==> config.mk <==
export PLATFORM = sky130hd
export DESIGN_NAME = alu_rr_sched
export DESIGN_NICKNAME = d
export VERILOG_FILES = /design/src/rtl/alu_rr_sched.sv
export SDC_FILE = /design/constraint.sdc
export NUM_CORES = 1
export LEC_CHECK = 0
export ABC_CLOCK_PERIOD_IN_PS = 3600
export BUFFER_PORTS_ARGS = -buffer_cell sky130_fd_sc_hd__clkbuf_2
export CORE_MARGIN = 4
export CORE_UTILIZATION = 50
export DETAILED_ROUTE_END_ITERATION = 10
export MAX_ROUTING_LAYER = met4
export PLACE_DENSITY = 0.92
export SYNTH_ARGS = -nofsm -noshare
export SYNTH_HDL_FRONTEND = slang
export SYNTH_SLANG_ARGS = --single-unit
==> constraint.sdc <==
create_clock -name clk -period 3.6 [get_ports clk]
set_clock_uncertainty 0.1 [all_clocks]
set_input_delay 0.36 -clock clk [delete_from_list [all_inputs] [get_ports clk]]
set_output_delay 0.36 -clock clk [all_outputs]
set_load 0.01 [all_outputs]
==> src/rtl/alu_rr_sched.sv <==
// Round-robin sharing of one ALU between two requesters.
// Latches the winner's operands, waits ALU_LAT edges, returns result with a done pulse.
module alu_rr_sched #(
   parameter int ALU_LAT = 1,
   parameter int CNT_W   = 16
) (
   input  logic             clk,
   input  logic             rst_n,
   input  logic             req0,
   input  logic             req1,
   input  logic [31:0]      opa0,
   input  logic [31:0]      opb0,
   input  logic [31:0]      opa1,
   input  logic [31:0]      opb1,
   input  logic [2:0]       sel0,
   input  logic [2:0]       sel1,
   output logic             done0,
   output logic             done1,
   output logic [31:0]      rdata,
   output logic             rz,
   output logic             rc,
   output logic             rv,
   output logic             busy,
   output logic [31:0]      alu_opA,
   output logic [31:0]      alu_opB,
   output logic [2:0]       alu_sel,
   input  logic [31:0]      alu_res,
   input  logic             alu_z,
   input  logic             alu_c,
   input  logic             alu_v,
   output logic [CNT_W-1:0] cnt0,
   output logic [CNT_W-1:0] cnt1
);

   typedef enum logic [1:0] {IDLE, ISSUE, WAIT, DONE} state_t;

   localparam logic [3:0] WLOAD = 4'(ALU_LAT - 1);

   state_t           state_q, state_d;
   logic             last_q, last_d;
   logic             gnt_q, gnt_d;
   logic [31:0]      opa_q, opa_d;
   logic [31:0]      opb_q, opb_d;
   logic [2:0]       sel_q, sel_d;
   logic [3:0]       wcnt_q, wcnt_d;
   logic [31:0]      res_q, res_d;
   logic             z_q, z_d;
   logic             c_q, c_d;
   logic             v_q, v_d;
   logic [CNT_W-1:0] cnt0_q, cnt0_d;
   logic [CNT_W-1:0] cnt1_q, cnt1_d;
   logic             win1;

   // On a tie the requester not served last wins.
   assign win1 = req1 & (~req0 | ~last_q);

   always_comb begin
      state_d = state_q;
      last_d  = last_q;
      gnt_d   = gnt_q;
      opa_d   = opa_q;
      opb_d   = opb_q;
      sel_d   = sel_q;
      wcnt_d  = wcnt_q;
      res_d   = res_q;
      z_d     = z_q;
      c_d     = c_q;
      v_d     = v_q;
      cnt0_d  = cnt0_q;
      cnt1_d  = cnt1_q;
      unique case (state_q)
         IDLE: begin
            if (req0 | req1) begin
               gnt_d   = win1;
               opa_d   = win1 ? opa1 : opa0;
               opb_d   = win1 ? opb1 : opb0;
               sel_d   = win1 ? sel1 : sel0;
               state_d = ISSUE;
            end
         end
         ISSUE: begin
            wcnt_d  = WLOAD;
            state_d = WAIT;
         end
         WAIT: begin
            if (wcnt_q == 4'd0) begin
               res_d   = alu_res;
               z_d     = alu_z;
               c_d     = alu_c;
               v_d     = alu_v;
               state_d = DONE;
            end else begin
               wcnt_d = wcnt_q - 4'd1;
            end
         end
         DONE: begin
            if (gnt_q) cnt1_d = cnt1_q + CNT_W'(1);
            else       cnt0_d = cnt0_q + CNT_W'(1);
            last_d  = gnt_q;
            state_d = IDLE;
         end
         default: state_d = IDLE;
      endcase
   end

   always_ff @(posedge clk or negedge rst_n) begin
      if (!rst_n) begin
         state_q <= IDLE;
         last_q  <= 1'b1;
         gnt_q   <= 1'b0;
         opa_q   <= '0;
         opb_q   <= '0;
         sel_q   <= '0;
         wcnt_q  <= '0;
         res_q   <= '0;
         z_q     <= 1'b0;
         c_q     <= 1'b0;
         v_q     <= 1'b0;
         cnt0_q  <= '0;
         cnt1_q  <= '0;
      end else begin
         state_q <= state_d;
         last_q  <= last_d;
         gnt_q   <= gnt_d;
         opa_q   <= opa_d;
         opb_q   <= opb_d;
         sel_q   <= sel_d;
         wcnt_q  <= wcnt_d;
         res_q   <= res_d;
         z_q     <= z_d;
         c_q     <= c_d;
         v_q     <= v_d;
         cnt0_q  <= cnt0_d;
         cnt1_q  <= cnt1_d;
      end
   end

   assign done0   = (state_q == DONE) & ~gnt_q;
   assign done1   = (state_q == DONE) & gnt_q;
   assign busy    = (state_q != IDLE);
   assign alu_opA = opa_q;
   assign alu_opB = opb_q;
   assign alu_sel = sel_q;
   assign rdata   = res_q;
   assign rz      = z_q;
   assign rc      = c_q;
   assign rv      = v_q;
   assign cnt0    = cnt0_q;
   assign cnt1    = cnt1_q;

endmodule

==> results.cfg, run 1 <==
[status]
outcome = finished, final reports clean

[drt]
final_antenna_net_count = 0
drtIter0Drc = 239
drc = 0
dr.pass1.iters = 6
num_vias = 5214
detail_route.wl_per_cell_um = 17.5
vias_per_cell = 5.09
routed_wl_um = 17900

[synthesis]
yosysUniqueCellTypes = 36
async_flop_share_pct = 100
synth.most_common_cell = dfrtp_1
synth_top_area_cell = dfrtp_1
synthCells = 530
synth_edf_count = 0
avgSynthCellArea_um2 = 12.0
ys_ff_latch = 142
yosysWarningCount = 0
netlist.area_leader.share_pct = 55.4
yosys-top-cells-area = dfrtp_1 55%, mux2i_1 11%, mux2_4 7.1%
ys_seq_area_share_pct = 55.9
syn_area_um2 = 6360
synth_fp_nets = 711
ys.flop_type = dfrtp_1
ys_top_cells_by_count = 141 x dfrtp_1, 81 x nand2_1, 69 x o21ai_0, 67 x mux2i_1, 30 x mux2_4

[clock_tree]
htreeDepth = 4
clockBufferDepth = 2
cts_tree = built
clock-root-buffer = clkbuf_16
insertion_delay_ns = 0.41
clkSinkCount = 142
numCtsBuffers = 17
path_clk_slew_ns = 0.06

[layout]
multi_input_area_um2 = 2600
drive_above_1_share_pct = 46.4
final_nets = 1023
syn2layout_area_growth_pct = 36.7
area.sequential_um2 = 3550
num-fill-cells = 836
fin_util_pct = 71.3

[worst_hold_path]
holdCritPathClass = input pin to flip-flop

[power_and_ir_drop]
leakage_nw = 4.66
power_w = 0.00716
p_per_area_nw_per_um2 = 823
ir_drop_v = 0.000493

[place]
hpwl_um = 13500
place_ws_ns = 1.10
finalWeightedCongestion = 0.791
port_buffers = 309

[sta]
rsz0062_at_grt = false
finalHoldViolCount = 0
max_slew_margin_pct = 39.0
worst_slew_pin_slew_ns = 0.913
slew_violations = 0
setup_viol = 0
fin_crit_ns = 2.51
clock.fmax_mhz = 398
whs_ns = 0.0727
post-route-period-util_pct = 69.7
final.setup.tns_ns = 0
fin_ws_ns = 1.09

[setup_path]
worst_setup_path_end_kind = flip-flop
cp_data_arrival_time_ns = 2.71
critPathMaxFanout = 35
crit_required_ns = 3.80
cp-start-kind = flip-flop
crit_type = flip-flop to flip-flop

[floorplan]
io_pins = 310
die_w_um = 121
die-area_um2 = 14600
core_area_um2 = 12200
start_util_pct = 52.1
rows = 40
die_y_um = 121

[global_route]
antenna_found_initial = 1
grt_pass1_wl_um = 27800
grt.total_usage_pct = 25.4
grt_pass1_vias = 5470
grt_max_degree = 80
gr-total-overflow = 0

[job]
drv_cap = 0
==> state kept, by name (all words and copies together), names as in the netlist, 2 cells and up <==
| signal | flops |
|---|---|
| rdata | 32 |
| wcnt_q | 4 |
| cnt1 | 16 |
| alu_opB | 32 |
| alu_sel | 3 |
| state_q | 2 |
| alu_opA | 32 |
| cnt0 | 16 |
==> layout by cell type (no fill, tap or decap), types with 2 or more instances in the layout <==
cell | Yosys | layout
inv_1 | 10 | 10
nand3_1 | 14 | 14
mux2_4 | 30 | 30
bufinv_16 | 0 | 2
nor2_1 | 7 | 7
a22o_1 | 2 | 2
buf_12 | 3 | 3
clkbuf_16 | 0 | 17
o21ai_0 | 69 | 69
xor2_1 | 11 | 11
ha_1 | 8 | 8
clkbuf_2 | 0 | 308
clkinvlp_4 | 0 | 3
nor3_1 | 5 | 5
clkbuf_8 | 0 | 3
and4_1 | 2 | 2
clkinv_4 | 0 | 4
clkinv_2 | 0 | 2
buf_4 | 3 | 9
dfrtp_1 | 141 | 141
and3_1 | 5 | 5
o31ai_1 | 2 | 2
nand2_1 | 81 | 81
nand4_1 | 5 | 5
mux2_2 | 9 | 9
mux2i_1 | 67 | 67
xnor2_1 | 20 | 20
==> worst paths after layout <==
| kind | slack (ns) | cells after the start | end | start |
|---|---|---|---|---|
| min in group asynchronous | 0.44 | 2 | alu_opB[18] | rst_n |
| max reg2reg | 1.09 | 5 | rc | wcnt_q[0] |
| min reg2reg | 0.38 | 2 | alu_opA[3] | alu_opA[3] |
| max in group asynchronous | 2.07 | 3 | last_q | rst_n |
| min | 0.07 | 2 | rdata[13] | alu_res[13] |
| max | 1.09 | 5 | rc | wcnt_q[0] |
==> routing by layer <==
layer	wire [um]	GRT usage [%]	up-vias	part of all wire (%)
met2	9030	41.8	238	50
li1	-	-	2465	-
met1	6660	27.7	2471	37
met3	1670	9.31	40	9.3
met4	554	11.3	0	3.1
met5	0	-	-	0
==> report_power, final <==
| part | total (W) | internal [W] | leakage, nW | switching [W] |
|---|---|---|---|---|
| sequential | 0.00270 | 0.00225 | 1.77 | 0.000448 |
| clock | 0.00174 | 0.00108 | 0.289 | 0.000665 |
| combinational | 0.00271 | 0.00126 | 2.60 | 0.00145 |
| total | 0.00716 | 0.00460 | 4.66 | 0.00256 |
==> through the flow <==
step,instances,instance area (um^2)
after floorplan,530,6360
after global placement,990,8090
after detailed placement,990,8090
after CTS,1023,8700
after global routing,1024,8700
final,1024,8700
==> worst max-delay path, stage by stage, from the launching register on <==
cell and delay (ns):
dfrtp_1 0.37, inv_1 0.11, ha_1 0.19, or3b_1 0.52
nor2_8 0.66, mux2_2 0.42
==> final cells by class <==
| cell class | count | share of cell area, % |
|---|---|---|
| tap | 168 | 2.42 |
| clock inverter | 12 | 1.57 |
| inverter | 10 | 0.431 |
| multi-input combinational | 349 | 29.9 |
| antenna | 1 | 0.0288 |
| clock buffer | 20 | 5.36 |
| timing repair buffer | 322 | 19.4 |
| sequential | 142 | 40.8 |
==> cells by family (layout without fill, tap and decap cells) <==
kind of cell    Yosys count  after routing  share of synthesized area (%)
xor+xnor                 31             31                           4.27
simple gates            125            125                           8.93
compound gates           79             79                           6.59
mux                     106            106                           19.2
buf+inv                  39            364                           3.58
fa+ha+maj                 8              8                           1.57
other cells               0              1                              0
flops                   142            142                           55.9
==> what timing repair did <==
action,4_1_cts,5_1_grt
hold buffers,1,0
resized for setup,0,0
endpoints found under the hold margin,77,0
setup buffers,0,0
Power figures use the tool's default switching activity.
==> inputs of run 2 (changes only) <==
- ABC_CLOCK_PERIOD_IN_PS: 3600 -> 2100
- CORE_UTILIZATION: 50 -> 42
- PLACE_DENSITY: 0.92 -> 0.83
- clock period: 3.6 -> 2.1 ns (I/O delays scaled with it)
==> run 2 against run 1 <==
Effect of this change: non-clock buffer count increased by 105; utilization is 4.2 points lower; clock-buffer cell count up 1; highest routed layer unchanged.
==> results.cfg, run 2 (synthesis results as in run 1) <==
[status]
outcome = finished, final reports clean

[job]
drv_cap = 0

[setup_path]
crit_required_ns = 2.29
cp-start-kind = flip-flop
cp_data_arrival_time_ns = 2.21
crit_type = flip-flop to flip-flop
worst_setup_path_end_kind = flip-flop
critPathMaxFanout = 20

[layout]
final_common_cell = clkbuf_2
syn2layout_area_growth_pct = 54.9
multi_input_area_um2 = 2610
drive_above_1_share_pct = 42.1
final_cell_mix = 308 x clkbuf_2, 141 x dfrtp_1, 98 x dlygate4sd3_1
area.sequential_um2 = 3550
final_nets = 1128
num-fill-cells = 1009

[place]
port_buffers = 309
hpwl_um = 12700
finalWeightedCongestion = 0.783

[floorplan]
start_util_pct = 43.3
core_area_um2 = 14700
die_w_um = 131
rows = 44
die_y_um = 131
die-area_um2 = 17200
io_pins = 310

[drt]
routed_wl_um = 19600
vias_per_cell = 4.92
drc = 0
num_vias = 5633
dr.pass1.iters = 4
drtIter0Drc = 204
detail_route.wl_per_cell_um = 17.1
final_antenna_net_count = 0

[power_and_ir_drop]
leakage_nw = 5.14
comb_power_share_pct = 38.9
pwr-share-clk_pct = 24.9
ir_drop_v = 0.000673
internal_power_w = 0.00835
p_switching_w = 0.00442
pwr-share-seq_pct = 36.3
swShare_pct = 34.6
p_per_area_nw_per_um2 = 1300

[clock_tree]
clkSinkCount = 142
clock-root-buffer = clkbuf_16
cts_tree = built
htreeDepth = 4
clockBufferDepth = 2
numCtsBuffers = 17
path_clk_slew_ns = 0.06
insertion_delay_ns = 0.41

[global_route]
grt_pass1_wl_um = 30100
antenna_found_initial = 1
grt.total_usage_pct = 23.3
grt_pass1_vias = 6096
gr-total-overflow = 0
grt_max_degree = 71

[sta]
slew_violations = 0
setup_viol = 0
final.setup.tns_ns = 0
max_slew_margin_pct = 59.1
post-route-period-util_pct = 96.5
fin_crit_ns = 2.03
finalHoldViolCount = 0
rsz0062_at_grt = false
whs_ns = 0.0117
worst_slew_pin_slew_ns = 0.611
clock.fmax_mhz = 493

[worst_hold_path]
holdCritPathClass = input pin to flip-flop
-- run 2: worst max-delay path, cell delays in order (launching register included) --
cell and delay (ns):
dfrtp_1 0.38, inv_1 0.12, ha_1 0.20, or3b_4 0.44, nor2_8 0.13, buf_12 0.20
mux2_4 0.33
-- run 2: layout make-up --
class	count	share of cell area (%)
Tap cell	184	2.34
Multi-Input combinational cell	349	26.4
Sequential cell	142	36.1
Clock buffer	21	4.77
Clock inverter	10	1.64
Inverter	10	0.381
Timing Repair Buffer	427	28.4
Antenna cell	1	0.0254
-- run 2: power groups by stage --
| stage | clock (W) | combinational, W | sequential (W) |
|---|---|---|---|
| final | 0.00317 | 0.00496 | 0.00463 |
| after global routing | 0.00335 | 0.00546 | 0.00476 |
| after CTS | 0.00324 | 0.00491 | 0.00458 |
| after detailed placement | 0 | 0.00476 | 0.00459 |
| after floorplan | 0 | 0.00236 | 0.00501 |
| after global placement | 0 | 0.00455 | 0.00457 |
-- run 2: timing repair --
item                                   in CTS  in global routing
resized for setup                           0                  1
hold buffers                               98                  0
endpoints found under the hold margin     121                  0
buffers inserted                            0                  4
setup endpoints to repair                   0                 26
-- run 2: final timing paths --
check,slack [ns],startpoint,endpoint,cells past startpoint
max in group asynchronous,1.09,rst_n,alu_opA[1],3
min in group asynchronous,0.25,rst_n,rdata[11],2
min,0.01,sel1[2],alu_sel[2],3
min reg2reg,0.38,alu_opA[23],alu_opA[23],2
max reg2reg,0.07,wcnt_q[0],rdata[23],6
max,0.07,wcnt_q[0],rdata[23],6
-- run 2: routing by layer --
layer / up-vias / track usage [%] / wire, um
li1: 2674 / - / -
met1: 2639 / 25.2 / 7450
met2: 269 / 39.4 / 9970
met3: 51 / 6.81 / 1580
met4: 0 / 11.1 / 582
met5: - / - / 0
-- run 2: through the flow --
stage / worst slack [ns] / cells / utilization (%) / cell area, um^2 / power (W)
finish: 0.0728 / 1144 / 67.1 / 9860 / 0.0128
global route: 0.00917 / 1144 / 67.1 / 9860 / 0.0136
CTS: 0.0520 / 1139 / 66.8 / 9820 / 0.0127
detailed placement: 0.0665 / 1010 / 55.9 / 8210 / 0.00935
global placement: 0.112 / 1010 / 55.9 / 8210 / 0.00913
floorplan: 0.130 / 530 / - / 6360 / 0.00737
==> inputs of run 3 (changes only) <==
- ABC_CLOCK_PERIOD_IN_PS: 2100 -> 2000
- CORE_UTILIZATION: 42 -> 46
- PLACE_DENSITY: 0.83 -> 0.86
- SETUP_SLACK_MARGIN: default -> 0.15
- clock period: 2.1 -> 2 ns (I/O delays scaled with it)
==> run 3 against run 2 <==
Effect of this change: the flow now finishes with violations (negative setup slack); die area down 8.2%; clock power up 7.6%; setup slack worse by 0.090 ns; maximum frequency up 0.50%; clock-buffer cell count down 1; routed wire length up 23%; sequential cell count unchanged; combinational power up 17%; first-iteration DRC count up 95%.
==> results.cfg, run 3 (synthesis results as in run 1) <==
[floorplan]
die_w_um = 126
die-area_um2 = 15800
die_y_um = 126
io_pins = 310
start_util_pct = 47.5
rows = 42
core_area_um2 = 13400

[global_route]
gr-total-overflow = 0
grt_max_degree = 70
antenna_found_initial = 1
grt.total_usage_pct = 29.6
grt_pass1_wl_um = 35800
grt_pass1_vias = 6529

[drt]
detail_route.wl_per_cell_um = 20.4
num_vias = 6152
routed_wl_um = 24000
drtIter0Drc = 397
dr.pass1.iters = 5
vias_per_cell = 5.23
final_antenna_net_count = 0
drc = 0

[setup_path]
rr_endpoint = rdata[9]
cp_slowest_stage_delay_ns = 0.42
crit_path_top_delay_cell = or3b_4
crit_family = simple AND/OR/NAND/NOR gates
endpoint = rdata[9]
critPathMaxFanout = 8
cp-start-kind = flip-flop
reg2reg_depth = 7
cp_cell_sequence = inv_2 -> ha_4 -> or3b_4 -> nor2_8 -> buf_6 -> buf_16 -> mux2_4
crit_buf_inv = 3
crit_start = wcnt_q[0]
crit_cells = 7
crit_type = flip-flop to flip-flop
crit_required_ns = 2.20
r2r_setup_slack_ns = -0.02
cp_data_arrival_time_ns = 2.21
worst_setup_path_end_kind = flip-flop
r2r_start = wcnt_q[0]

[sta]
fin_ws_ns = -0.0171
finalHoldViolCount = 0
clock.fmax_mhz = 496
max_slew_margin_pct = 67.2
setup_viol = 15
fin_crit_ns = 2.02
rsz0062_at_grt = true
post-route-period-util_pct = 101
slew_violations = 0
worst_slew_pin_slew_ns = 0.487
final.setup.tns_ns = -0.0985

[layout]
final_cell_mix = 307 x clkbuf_2, 139 x dfrtp_1, 128 x dlygate4sd3_1
syn2layout_area_growth_pct = 62.6
drive_above_1_share_pct = 42.5
fin_cells = 1176
final_area_um2 = 10300
fin_util_pct = 77.2
final_nets = 1167
final_common_cell = clkbuf_2

[clock_tree]
clkSinkCount = 142
clock-root-buffer = clkbuf_16
numCtsBuffers = 17
insertion_delay_ns = 0.42
htreeDepth = 4
clockBufferDepth = 2
path_clk_slew_ns = 0.06
cts_tree = built

[worst_hold_path]
holdCritPathClass = input pin to flip-flop
min-delay-start = opb0[24]

[place]
finalWeightedCongestion = 0.859
placed_cell_area_um2 = 8200
place_ws_ns = -0.0422
port_buffers = 309
place_inst = 1003
hpwl_um = 12900

[job]
drv_cap = 0

[power_and_ir_drop]
leakage_nw = 5.35
ir_drop_v = 0.000659
p_per_area_nw_per_um2 = 1370

[status]
outcome = complete, but fails checks
violations = negative setup slack
-- run 3: cell count changes in the layout (fill, tap and decap cells not counted), sizes merged --
| cell | change |
|---|---|
| clkbuf | -2 |
| buf | +10 |
| inv | +2 |
| dlygate4sd3 | +30 |
-- run 3: worst min-delay path, cell delays in order --
cell and delay [ns]:
clkbuf_2 0.08, mux2i_1 0.05, o21ai_0 0.14
-- run 3: final cells by class --
type | count | area (um^2)
inverters | 10 | 37.5
flip-flops and latches | 142 | 3560
fillers | 752 | 3050
repair buffers | 466 | 3210
diodes | 1 | 2.50
multi-input cells | 349 | 2680
well taps | 176 | 220
clock buffers | 20 | 457
clock inverters | 12 | 183
-- run 3: metrics by stage --
stage	hold WS, ns	total power, W
floorplan	-0.196	0.00773
finish	0.000188	0.0142
detailed placement	0.0371	0.00981
CTS	0.000914	0.0138
global route	0.00349	0.0149
global placement	0.0324	0.00959
-- run 3: report_power, final --
group | total, W | internal [W] | leakage, nW | switching, W
Sequential | 0.00498 | 0.00406 | 1.77 | 0.000918
Combinational | 0.00579 | 0.00283 | 3.27 | 0.00297
Clock | 0.00341 | 0.00216 | 0.303 | 0.00125
Total | 0.0142 | 0.00905 | 5.35 | 0.00513
-- run 3: per-layer routing --
metal | global-route usage, % | up-vias | share of wire (%) | wire, um
li1 | - | 2736 | - | -
met1 | 33.4 | 2962 | 36 | 8690
met2 | 50.2 | 382 | 52 | 12400
met3 | 8.30 | 72 | 8.4 | 2020
met4 | 11.5 | 0 | 3.6 | 860
met5 | - | - | 0 | 0
-- run 3: worst min path at each step --
stage                     cells past startpoint  slack (ns)          end
after floorplan                               0       -0.20   alu_opA[0]
after global placement                        1        0.03    rdata[13]
after detailed placement                      1        0.04    rdata[13]
after CTS                                     3      0.0009   alu_sel[2]
after global routing                          3       0.003   alu_opB[9]
final                                         3      0.0002  alu_opB[24]
-- run 3: repair_timing --
action,in CTS,in global routing
pin swaps,2,1
endpoints found under the setup margin,38,42
setup buffers,8,2
cloned,2,0
hold buffers,128,0
endpoints found under the hold margin,206,0
resized for setup,18,10
